--- src/rtl/sweep_pkg.sv ---
// Shared definitions for the frequency sweep sequencer: state encoding,
// default sweep geometry and a sizing helper for the phase timer.
package sweep_pkg;

   localparam int unsigned BINS_DEF   = 16;
   localparam int unsigned SETTLE_DEF = 4;
   localparam int unsigned DWELL_DEF  = 8;

   typedef enum logic [2:0] {
      ST_IDLE   = 3'd0,
      ST_SETTLE = 3'd1,
      ST_DWELL  = 3'd2,
      ST_REPORT = 3'd3,
      ST_DONE   = 3'd4
   } sweep_state_t;

   // Counter width able to hold the longer of the two phase lengths.
   function automatic int unsigned timer_width(input int unsigned settle,
                                               input int unsigned dwell);
      return $clog2(((settle > dwell) ? settle : dwell) + 1);
   endfunction

endpackage

--- src/rtl/phase_timer.sv ---
// Loadable down-counter timing the settle and dwell phases.
// Ports:
//   clk      - clock, rising edge
//   RE       - asynchronous active-high reset, clears the count
//   load     - load load_val (has priority over en)
//   load_val - value loaded into the counter
//   en       - decrement enable; the count saturates at zero
//   zero_c   - combinational flag, count is zero
module phase_timer #(
   parameter int unsigned W = 4
) (
   input  logic         clk,
   input  logic         RE,
   input  logic         load,
   input  logic [W-1:0] load_val,
   input  logic         en,
   output logic         zero_c
);

   logic [W-1:0] count;

   // Down-counter with load priority and saturation at zero.
   always_ff @(posedge clk or posedge RE) begin
      if (RE) begin
         count <= '0;
      end else if (load) begin
         count <= load_val;
      end else if (en && (count != '0)) begin
         count <= count - W'(1);
      end
   end

   assign zero_c = (count == '0);

endmodule

--- src/rtl/sweep_sequencer.sv ---
// Frequency sweep sequencer: steps a bin index through BINS bins, ascending
// or descending, spending SETTLE cycles settling and DWELL cycles measuring
// per bin, then reporting each bin through a valid/ready handshake.
// Ports:
//   clk       - clock, rising edge
//   RE        - asynchronous active-high reset
//   start     - sweep request, sampled in IDLE only
//   dir       - 0 ascending, 1 descending; sampled with start
//   abort     - cancel the sweep in progress
//   bin_ready - downstream accepts the current bin result
//   bin_idx   - current bin index
//   settle_en - high during settle cycles
//   dwell_en  - measurement datapath enable, high during dwell cycles
//   bin_valid - bin result available to downstream
//   busy      - high in every state except IDLE
//   done      - one-cycle pulse on normal sweep completion
module sweep_sequencer
   import sweep_pkg::*;
#(
   parameter int unsigned BINS   = BINS_DEF,
   parameter int unsigned SETTLE = SETTLE_DEF,
   parameter int unsigned DWELL  = DWELL_DEF
) (
   input  logic                    clk,
   input  logic                    RE,
   input  logic                    start,
   input  logic                    dir,
   input  logic                    abort,
   input  logic                    bin_ready,
   output logic [$clog2(BINS)-1:0] bin_idx,
   output logic                    settle_en,
   output logic                    dwell_en,
   output logic                    bin_valid,
   output logic                    busy,
   output logic                    done
);

   localparam int unsigned IW = $clog2(BINS);
   localparam int unsigned TW = timer_width(SETTLE, DWELL);

   localparam logic [IW-1:0] IDX_LAST  = IW'(BINS - 1);
   localparam logic [TW-1:0] SETTLE_LD = TW'(SETTLE - 1);
   localparam logic [TW-1:0] DWELL_LD  = TW'(DWELL - 1);

   sweep_state_t  state, state_nxt;
   logic          dir_q, dir_nxt;
   logic [IW-1:0] idx_nxt;
   logic [IW-1:0] step_idx_c;
   logic          last_bin_c;
   logic          tmr_load, tmr_en, tmr_zero_c;
   logic [TW-1:0] tmr_val;
   logic          settle_en_c, dwell_en_c, bin_valid_c, busy_c, done_c;

   phase_timer #(.W(TW)) u_phase_timer (
      .clk      (clk),
      .RE       (RE),
      .load     (tmr_load),
      .load_val (tmr_val),
      .en       (tmr_en),
      .zero_c   (tmr_zero_c)
   );

   // Next bin index, modulo BINS, in the latched direction.
   always_comb begin
      if (dir_q) begin
         step_idx_c = (bin_idx == '0) ? IDX_LAST : bin_idx - IW'(1);
      end else begin
         step_idx_c = (bin_idx == IDX_LAST) ? '0 : bin_idx + IW'(1);
      end
   end

   assign last_bin_c = dir_q ? (bin_idx == '0) : (bin_idx == IDX_LAST);

   // State, latched direction, bin index and registered outputs.
   always_ff @(posedge clk or posedge RE) begin
      if (RE) begin
         state     <= ST_IDLE;
         dir_q     <= 1'b0;
         bin_idx   <= '0;
         settle_en <= 1'b0;
         dwell_en  <= 1'b0;
         bin_valid <= 1'b0;
         busy      <= 1'b0;
         done      <= 1'b0;
      end else begin
         state     <= state_nxt;
         dir_q     <= dir_nxt;
         bin_idx   <= idx_nxt;
         settle_en <= settle_en_c;
         dwell_en  <= dwell_en_c;
         bin_valid <= bin_valid_c;
         busy      <= busy_c;
         done      <= done_c;
      end
   end

   // Next-state, bin stepping and phase timer control.
   always_comb begin
      state_nxt = state;
      dir_nxt   = dir_q;
      idx_nxt   = bin_idx;
      tmr_load  = 1'b0;
      tmr_val   = SETTLE_LD;
      tmr_en    = 1'b0;
      case (state)
         ST_IDLE: begin
            if (start && !abort) begin
               state_nxt = ST_SETTLE;
               dir_nxt   = dir;
               idx_nxt   = dir ? IDX_LAST : '0;
               tmr_load  = 1'b1;
               tmr_val   = SETTLE_LD;
            end
         end
         ST_SETTLE: begin
            if (abort) begin
               state_nxt = ST_IDLE;
            end else if (tmr_zero_c) begin
               state_nxt = ST_DWELL;
               tmr_load  = 1'b1;
               tmr_val   = DWELL_LD;
            end else begin
               tmr_en = 1'b1;
            end
         end
         ST_DWELL: begin
            if (abort) begin
               state_nxt = ST_IDLE;
            end else if (tmr_zero_c) begin
               state_nxt = ST_REPORT;
            end else begin
               tmr_en = 1'b1;
            end
         end
         ST_REPORT: begin
            // Abort wins over a handshake in the same cycle.
            if (abort) begin
               state_nxt = ST_IDLE;
            end else if (bin_valid && bin_ready) begin
               if (last_bin_c) begin
                  state_nxt = ST_DONE;
               end else begin
                  state_nxt = ST_SETTLE;
                  idx_nxt   = step_idx_c;
                  tmr_load  = 1'b1;
                  tmr_val   = SETTLE_LD;
               end
            end
         end
         ST_DONE: begin
            state_nxt = ST_IDLE;
         end
         default: begin
            state_nxt = ST_IDLE;
         end
      endcase
   end

   // Output decode from the next state so outputs line up with the state register.
   always_comb begin
      settle_en_c = 1'b0;
      dwell_en_c  = 1'b0;
      bin_valid_c = 1'b0;
      done_c      = 1'b0;
      busy_c      = (state_nxt != ST_IDLE);
      case (state_nxt)
         ST_SETTLE: settle_en_c = 1'b1;
         ST_DWELL:  dwell_en_c  = 1'b1;
         ST_REPORT: bin_valid_c = 1'b1;
         ST_DONE:   done_c      = 1'b1;
         default:   ;
      endcase
   end

endmodule

--- config.mk ---
export PLATFORM = sky130hd
export DESIGN_NAME = sweep_sequencer
export DESIGN_NICKNAME = d
export VERILOG_FILES = /design/src/rtl/sweep_pkg.sv /design/src/rtl/phase_timer.sv /design/src/rtl/sweep_sequencer.sv
export SDC_FILE = /design/constraint.sdc
export NUM_CORES = 1
export LEC_CHECK = 0
export BUFFER_PORTS_ARGS = -buffer_cell sky130_fd_sc_hd__buf_2
export CORE_ASPECT_RATIO = 0.8
export CORE_MARGIN = 5
export CORE_UTILIZATION = 50
export DETAILED_ROUTE_END_ITERATION = 7
export GPL_ROUTABILITY_DRIVEN = 0
export GPL_TIMING_DRIVEN = 0
export PLACE_DENSITY_LB_ADDON = 0.15
export SKIP_CTS_REPAIR_TIMING = 1
export SLEW_MARGIN = 20
export SYNTH_ARGS = -nofsm -noshare
export SYNTH_HDL_FRONTEND = slang
export SYNTH_HIERARCHICAL = 1
export SYNTH_SLANG_ARGS = --single-unit
--- constraint.sdc ---
create_clock -name clk -period 2.2 [get_ports clk]
set_input_delay 0.22 -clock clk [delete_from_list [all_inputs] [get_ports clk]]
set_output_delay 0.22 -clock clk [all_outputs]
set_load 0.01 [all_outputs]
==> results.sh, run 1 <==
export IMPL_fill_cells=200
export IMPL_end_kind="flop"
export IMPL_highest_layer="met4"
export IMPL_slowest_stage="or4_4"
export IMPL_crit_chain="ha_1 -> and4b_1 -> or4_4 -> a222oi_1 -> a211oi_1"
export IMPL_crit_path_start_kind="flop"
export IMPL_finalClockSkew_ns=0.000914
export IMPL_timing_rr_end="bin_idx[3]$_DFFE_PP0P_"
export IMPL_drt_wl_total_microns=2430
export IMPL_area_growth_pct=17.9
export IMPL_initialDrtViolationCount=36
export IMPL_antenna_found_initial=0
export IMPL_port_buffers=14
export IMPL_synth_distinct_cells=45
export IMPL_drc=0
export IMPL_grt_pass1_wl_microns=3990
export IMPL_placed_cell_area_sq_um=1210
export IMPL_via_per_inst=5.74
export IMPL_crit_type="reg2reg"
export IMPL_synthXorXnorAreaFrac_pct=1.58
export IMPL_yosysWarnings=6
export IMPL_die_h_microns=52.1
export IMPL_register_area_sq_um=425
export IMPL_reg2reg_setup_slack_ns=0.09
export IMPL_slew_violations=0
export IMPL_synth_adder_area_share_pct=3.39
export IMPL_fin_util_pct=61.0
export IMPL_clock_latency_ns=0.29
export IMPL_cap_violations=0
export IMPL_ant_nets=0
export IMPL_ys_flop_type="dfrtp_1"
export IMPL_min_path_cells=3
export IMPL_cts_root_buf="clkbuf_4"
export IMPL_crit_arrival_ns=2.28
export IMPL_syn_area_sq_um=1110
export IMPL_achievable_frequency_ghz=0.474
export IMPL_core_sq_um=2140
export IMPL_finish_instance_area_sq_um=1310
export IMPL_layout_setup_ws_ns=0.0917
export IMPL_synth_async_reset_ratio_pct=100
export IMPL_start_util_pct=51.8
export IMPL_ys_seq_area_share_pct=38.4
export IMPL_p_leak_nw=0.613
export IMPL_status="finished clean"
export IMPL_final_hold_viol_count=0
export IMPL_synth_edf_count=0
export IMPL_rows=15
export IMPL_ys_seq_elements=17
export IMPL_htree_levels=1
export IMPL_cts_made_buffers=3
export IMPL_firstDrtPassIters=4
export IMPL_synth_compound_area_share_pct=22.0
export IMPL_worst_pin_slew_ns=0.513
export IMPL_finalCritPeriodShare_pct=95.8
export IMPL_place_hpwl_microns=1780
export IMPL_r2r_cells=5
export IMPL_grt_pass1_vias=909
export IMPL_n_antenna_cell=0
export IMPL_vdd_drop_max_uv=669
export IMPL_die_area_sq_um=3260
export IMPL_critPathRequiredTime_ns=2.37
export IMPL_min_path_type="in2reg"
export IMPL_clkTransAtPathRegs_ns=0.09
export IMPL_cts_tree="built"
export IMPL_power_density_nw_per_um2=1030
export IMPL_drive_gt1_share_pct=25.9
export IMPL_reg2reg_from="bin_idx[0]$_DFFE_PP0P_"
export IMPL_num_vias=988
export IMPL_hold_start="dir"
export IMPL_min_period_ns=2.11
export IMPL_timing_slew_headroom_pct=65.7
export IMPL_met3WireLength_microns=112
export IMPL_setup_violations_final=0
export IMPL_gr_total_overflow=0
export IMPL_track_usage_pct=15.8
export IMPL_syn_inst=124
export IMPL_clockBufferDepth=2
export IMPL_met1_length_microns=1180
export IMPL_met2_wirelength_microns=1100
export IMPL_synth_top_family_by_area="simple AND/OR/NAND/NOR gates"
export IMPL_wl_per_cell_microns=14.1
export IMPL_hold_end="dir_q$_DFFE_PP0P_"
export IMPL_post_place_ws_ns=-0.224
export IMPL_cts_sinks=17
export IMPL_final_nets=157
export IMPL_synth_mux_area_share_pct=1.02
export IMPL_die_w_microns=62.6
export IMPL_grt_max_degree=14
export IMPL_multi_input_comb_area_sq_um=628
export IMPL_cpPeakStageDelay_ns=0.50
export IMPL_synth_simple_gate_area_share_pct=25.5
export IMPL_crit_fanout=9
export IMPL_io_pins=15
export IMPL_avgSynthCellArea_sq_um=8.93
## area by class of cell
class                           instances  share of cell area [%]
Sequential cell                        17                    32.6
Multi-Input combinational cell         89                    48.1
Timing Repair Buffer                   18                    7.86
Clock buffer                            4                    2.01
Inverter                               14                    4.22
Buffer                                  5                    2.78
Tap cell                               25                    2.40
## layout by cell type, fill, tap and decap left out, types with 3 or more instances in the layout
master / netlist / routed
buf_4: 0 / 3
a21oi_1: 9 / 8
o21ai_0: 6 / 6
dfrtp_1: 17 / 17
nand2_1: 6 / 5
nor3_1: 6 / 5
clkbuf_4: 0 / 3
nand2b_1: 5 / 5
a211oi_1: 4 / 4
o22a_1: 3 / 3
buf_2: 2 / 16
conb_1: 2 / 3
inv_1: 14 / 11
nor2_1: 7 / 7
## stage by stage
step                      power (mW)  setup TNS [ns]  cells  hold WS, ns
after floorplan                0.932               0    125      -0.0139
after global placement          1.06          -0.145    164        0.121
after detailed placement        1.08          -0.224    164        0.126
after CTS                       1.26          -0.250    168       -0.198
after global routing            1.46         -0.0261    172        0.155
final                           1.34               0    172        0.180
## per-layer routing
layer | vias up | track usage (%)
met3 | 6 | 5.40
met1 | 469 | 20.2
met2 | 26 | 24.7
met5 | - | 0
met4 | 0 | 6.36
li1 | 487 | -
## cells by family (layout without fill, tap and decap cells)
logic type / Yosys count / in the layout
AND/OR/NAND/NOR: 44 / 44
AO/OA/AOI/OAI: 36 / 36
buffers and inverters: 19 / 41
flip-flops: 17 / 17
adder cells (fa/ha/maj): 3 / 3
other: 2 / 3
XOR/XNOR: 2 / 2
multiplexers: 1 / 1
## flip-flops by register name, summed over array words and instances (netlist names)
| register | cells |
|---|---|
| u_phase_timer/count | 4 |
| bin_valid | 1 |
| dir_q | 1 |
| dwell_en | 1 |
| settle_en | 1 |
| state | 3 |
| bin_idx | 4 |
| busy | 1 |
| done | 1 |
## worst max-delay path by stage
stage	endpoint	start	depth (start not counted)	slack, ns
detailed placement	u_phase_timer/count[3]$_DFFE_PP0P_	u_phase_timer/count[0]$_DFFE_PP0P_	8	-0.22
CTS	u_phase_timer/count[3]$_DFFE_PP0P_	u_phase_timer/count[0]$_DFFE_PP0P_	8	-0.25
global route	u_phase_timer/count[3]$_DFFE_PP0P_	u_phase_timer/count[0]$_DFFE_PP0P_	10	-0.03
global placement	u_phase_timer/count[3]$_DFFE_PP0P_	u_phase_timer/count[0]$_DFFE_PP0P_	8	-0.15
finish	bin_idx[3]$_DFFE_PP0P_	bin_idx[0]$_DFFE_PP0P_	5	0.09
floorplan	u_phase_timer/count[3]$_DFFE_PP0P_	u_phase_timer/count[0]$_DFFE_PP0P_	10	0.08
## worst max-delay path: cells and delay by family (launching register included)
family | cells | cell delay, ns
adder cells (fa/ha/maj) | 1 | 0.29
flip-flops | 1 | 0.48
AND/OR/NAND/NOR | 2 | 0.75
AO/OA/AOI/OAI | 2 | 0.46
## synthesized netlist by cell type (all sizes together) (3+ instances only)
library cell / n / share of area (%)
nor2: 7 / 2.4
inv: 14 / 4.7
nand2b: 5 / 2.8
a21oi: 9 / 4.1
ha: 3 / 3.4
nand2: 6 / 2.0
dfrtp: 17 / 38
o21ai: 8 / 3.6
and2: 3 / 1.7
buf: 3 / 1.9
o22a: 3 / 2.4
nor3: 6 / 2.7
a211oi: 4 / 2.7
## where the power goes
group | leakage, nW | internal, mW | switching [mW]
Clock | 0.0150 | 0.0707 | 0.0980
Sequential | 0.214 | 0.401 | 0.101
Combinational | 0.384 | 0.331 | 0.342
Total | 0.613 | 0.803 | 0.541
Power figures use the tool's default switching activity.
==> run 2: changes to the inputs <==
CELL_PAD_IN_SITES_DETAIL_PLACEMENT = 0   (was default)
CELL_PAD_IN_SITES_GLOBAL_PLACEMENT = 1   (was default)
CORE_UTILIZATION = 38   (was 50)
==> run 2 against run 1 <==
Cell count up 7.0%. Global-route usage down 2.9 points. Via count down 2.9%. Total power up 4.5%. First-iteration DRC count up 31%. Die area up 26%. Sequential share of layout area down 0.73 points. Critical path type unchanged. Maximum frequency down 0.45%. Critical endpoint is now u_phase_timer/count[3]$_DFFE_PP0P_. Highest routed layer unchanged.
==> results.sh, run 2 (synthesized netlist as in run 1, its figures left out) <==
export IMPL_drive_gt1_share_pct=24.0
export IMPL_track_usage_pct=13.0
export IMPL_crit_start="u_phase_timer/count[1]$_DFFE_PP0P_"
export IMPL_timing_slew_headroom_pct=66.1
export IMPL_crit_type="reg2reg"
export IMPL_finalClockSkew_ns=0.00504
export IMPL_vdd_drop_max_uv=484
export IMPL_clkTransAtPathRegs_ns=0.07
export IMPL_min_period_ns=2.12
export IMPL_multi_input_comb_area_sq_um=631
export IMPL_antenna_found_initial=0
export IMPL_cpPeakStageDelay_ns=0.42
export IMPL_power_share_clock_pct=16.3
export IMPL_crit_path_start_kind="flop"
export IMPL_die_w_microns=70.4
export IMPL_htree_levels=1
export IMPL_intPower_mw=0.856
export IMPL_register_area_sq_um=425
export IMPL_reg2reg_from="u_phase_timer/count[1]$_DFFE_PP0P_"
export IMPL_cts_tree="built"
export IMPL_drt_wl_total_microns=2530
export IMPL_io_pins=15
export IMPL_clockBufferDepth=2
export IMPL_cts_made_buffers=3
export IMPL_grt_pass1_vias=884
export IMPL_crit_chain="inv_1 -> ha_4 -> or3b_4 -> inv_4 -> nand2_2 -> a21oi_1 -> o21a_1 -> buf_6 -> nor3_1 -> a221o_1"
export IMPL_final_hold_viol_count=0
export IMPL_combPwrFrac_pct=47.8
export IMPL_grt_pass1_wl_microns=4250
export IMPL_end_kind="flop"
export IMPL_path_delay_family="compound AO/OA/AOI/OAI gates"
export IMPL_core_sq_um=2790
export IMPL_cts_root_buf="clkbuf_8"
export IMPL_critPathRequiredTime_ns=2.34
export IMPL_sw_frac_of_total_pct=39.0
export IMPL_num_vias=959
export IMPL_hold_start="dir"
export IMPL_slew_violations=0
export IMPL_die_h_microns=58.3
export IMPL_setup_violations_final=0
export IMPL_rows=17
export IMPL_wl_per_cell_microns=13.7
export IMPL_start_util_pct=39.7
export IMPL_largest_registers="bin_idx: 4 flops, u_phase_timer/count: 4 flops, state: 3 flops"
export IMPL_finalCritPeriodShare_pct=96.3
export IMPL_crit_arrival_ns=2.25
export IMPL_area_growth_pct=20.6
export IMPL_worst_pin_slew_ns=0.508
export IMPL_die_area_sq_um=4100
export IMPL_status="finished clean"
export IMPL_cap_violations=0
export IMPL_layout_common_cells="dfrtp_1, buf_2, inv_1"
export IMPL_final_nets=156
export IMPL_switching_power_mw=0.548
export IMPL_layout_commonest_cell="dfrtp_1"
export IMPL_reg2reg_setup_slack_ns=0.08
export IMPL_place_hpwl_microns=1860
export IMPL_crit_fanout=9
export IMPL_crit_buf_inv=3
export IMPL_firstDrtPassIters=4
export IMPL_drc=0
export IMPL_stdcell_count=184
export IMPL_n_antenna_cell=0
export IMPL_cts_sinks=17
export IMPL_fill_cells=275
export IMPL_grt_max_degree=14
export IMPL_placed_cell_area_sq_um=1230
export IMPL_gr_total_overflow=0
export IMPL_p_leak_nw=0.616
export IMPL_slowest_stage="or3b_4"
export IMPL_port_buffers=14
export IMPL_via_per_inst=5.21
export IMPL_achievable_frequency_ghz=0.472
export IMPL_min_path_type="in2reg"
export IMPL_finish_instance_area_sq_um=1340
export IMPL_power_density_nw_per_um2=1050
export IMPL_hold_ws_ns=0.197
export IMPL_initialDrtViolationCount=47
export IMPL_pwr_share_seq_pct=35.8
export IMPL_ant_nets=0
export IMPL_clock_latency_ns=0.25
export IMPL_placedCellCount=177
==> run 2: worst paths after layout <==
kind / end / cells after the start
min in group asynchronous: u_phase_timer/count[0]$_DFFE_PP0P_ / 3
hold / removal: dir_q$_DFFE_PP0P_ / 3
max in group asynchronous: bin_idx[0]$_DFFE_PP0P_ / 3
setup / recovery: u_phase_timer/count[3]$_DFFE_PP0P_ / 10
hold reg to reg: u_phase_timer/count[1]$_DFFE_PP0P_ / 2
setup reg to reg: u_phase_timer/count[3]$_DFFE_PP0P_ / 10
==> run 2: tightest hold or removal path, cell delays in order <==
cell     delay (ns)
buf_2          0.10
nand2_1        0.04
o21ai_0        0.05
==> run 2: area by class of cell <==
cell class              instances  share of cell area, %
plain buffers                   5                   2.72
well taps                      38                   3.56
clock buffers                   4                   3.37
repair buffers                 17                   7.12
multi-input cells              89                   47.2
flip-flops and latches         17                   31.9
inverters                      14                   4.12
==> run 2: per-layer routing <==
metal  share of wire [%]  track usage [%]  wire length [microns]
met5                   0                0                      0
met4                0.20             1.64                      5
met3                 4.6             4.51                    116
met2                  46             19.7                   1160
met1                  49             18.2                   1250
==> run 2: stage by stage <==
| step | setup TNS (ns) | worst slack [ns] | util (%) | total power, mW |
|---|---|---|---|---|
| 5_1_grt | -0.0149 | -0.0149 | 47.9 | 1.53 |
| 3_3_place_gp | -0.171 | -0.171 | 44.1 | 1.07 |
| 2_1_floorplan | 0 | 0.0847 | - | 0.932 |
| 4_1_cts | -0.247 | -0.247 | 45.8 | 1.32 |
| 3_5_place_dp | -0.230 | -0.230 | 44.1 | 1.08 |
| 6_report | 0 | 0.0821 | 47.9 | 1.40 |
==> run 2: power by group through the flow <==
| stage | clock network (mW) | registers [mW] | logic [mW] |
|---|---|---|---|
| floorplan | 0 | 0.507 | 0.426 |
| global placement | 0 | 0.503 | 0.565 |
| detailed placement | 0 | 0.505 | 0.578 |
| CTS | 0.239 | 0.500 | 0.580 |
| global route | 0.260 | 0.514 | 0.754 |
| finish | 0.229 | 0.503 | 0.672 |
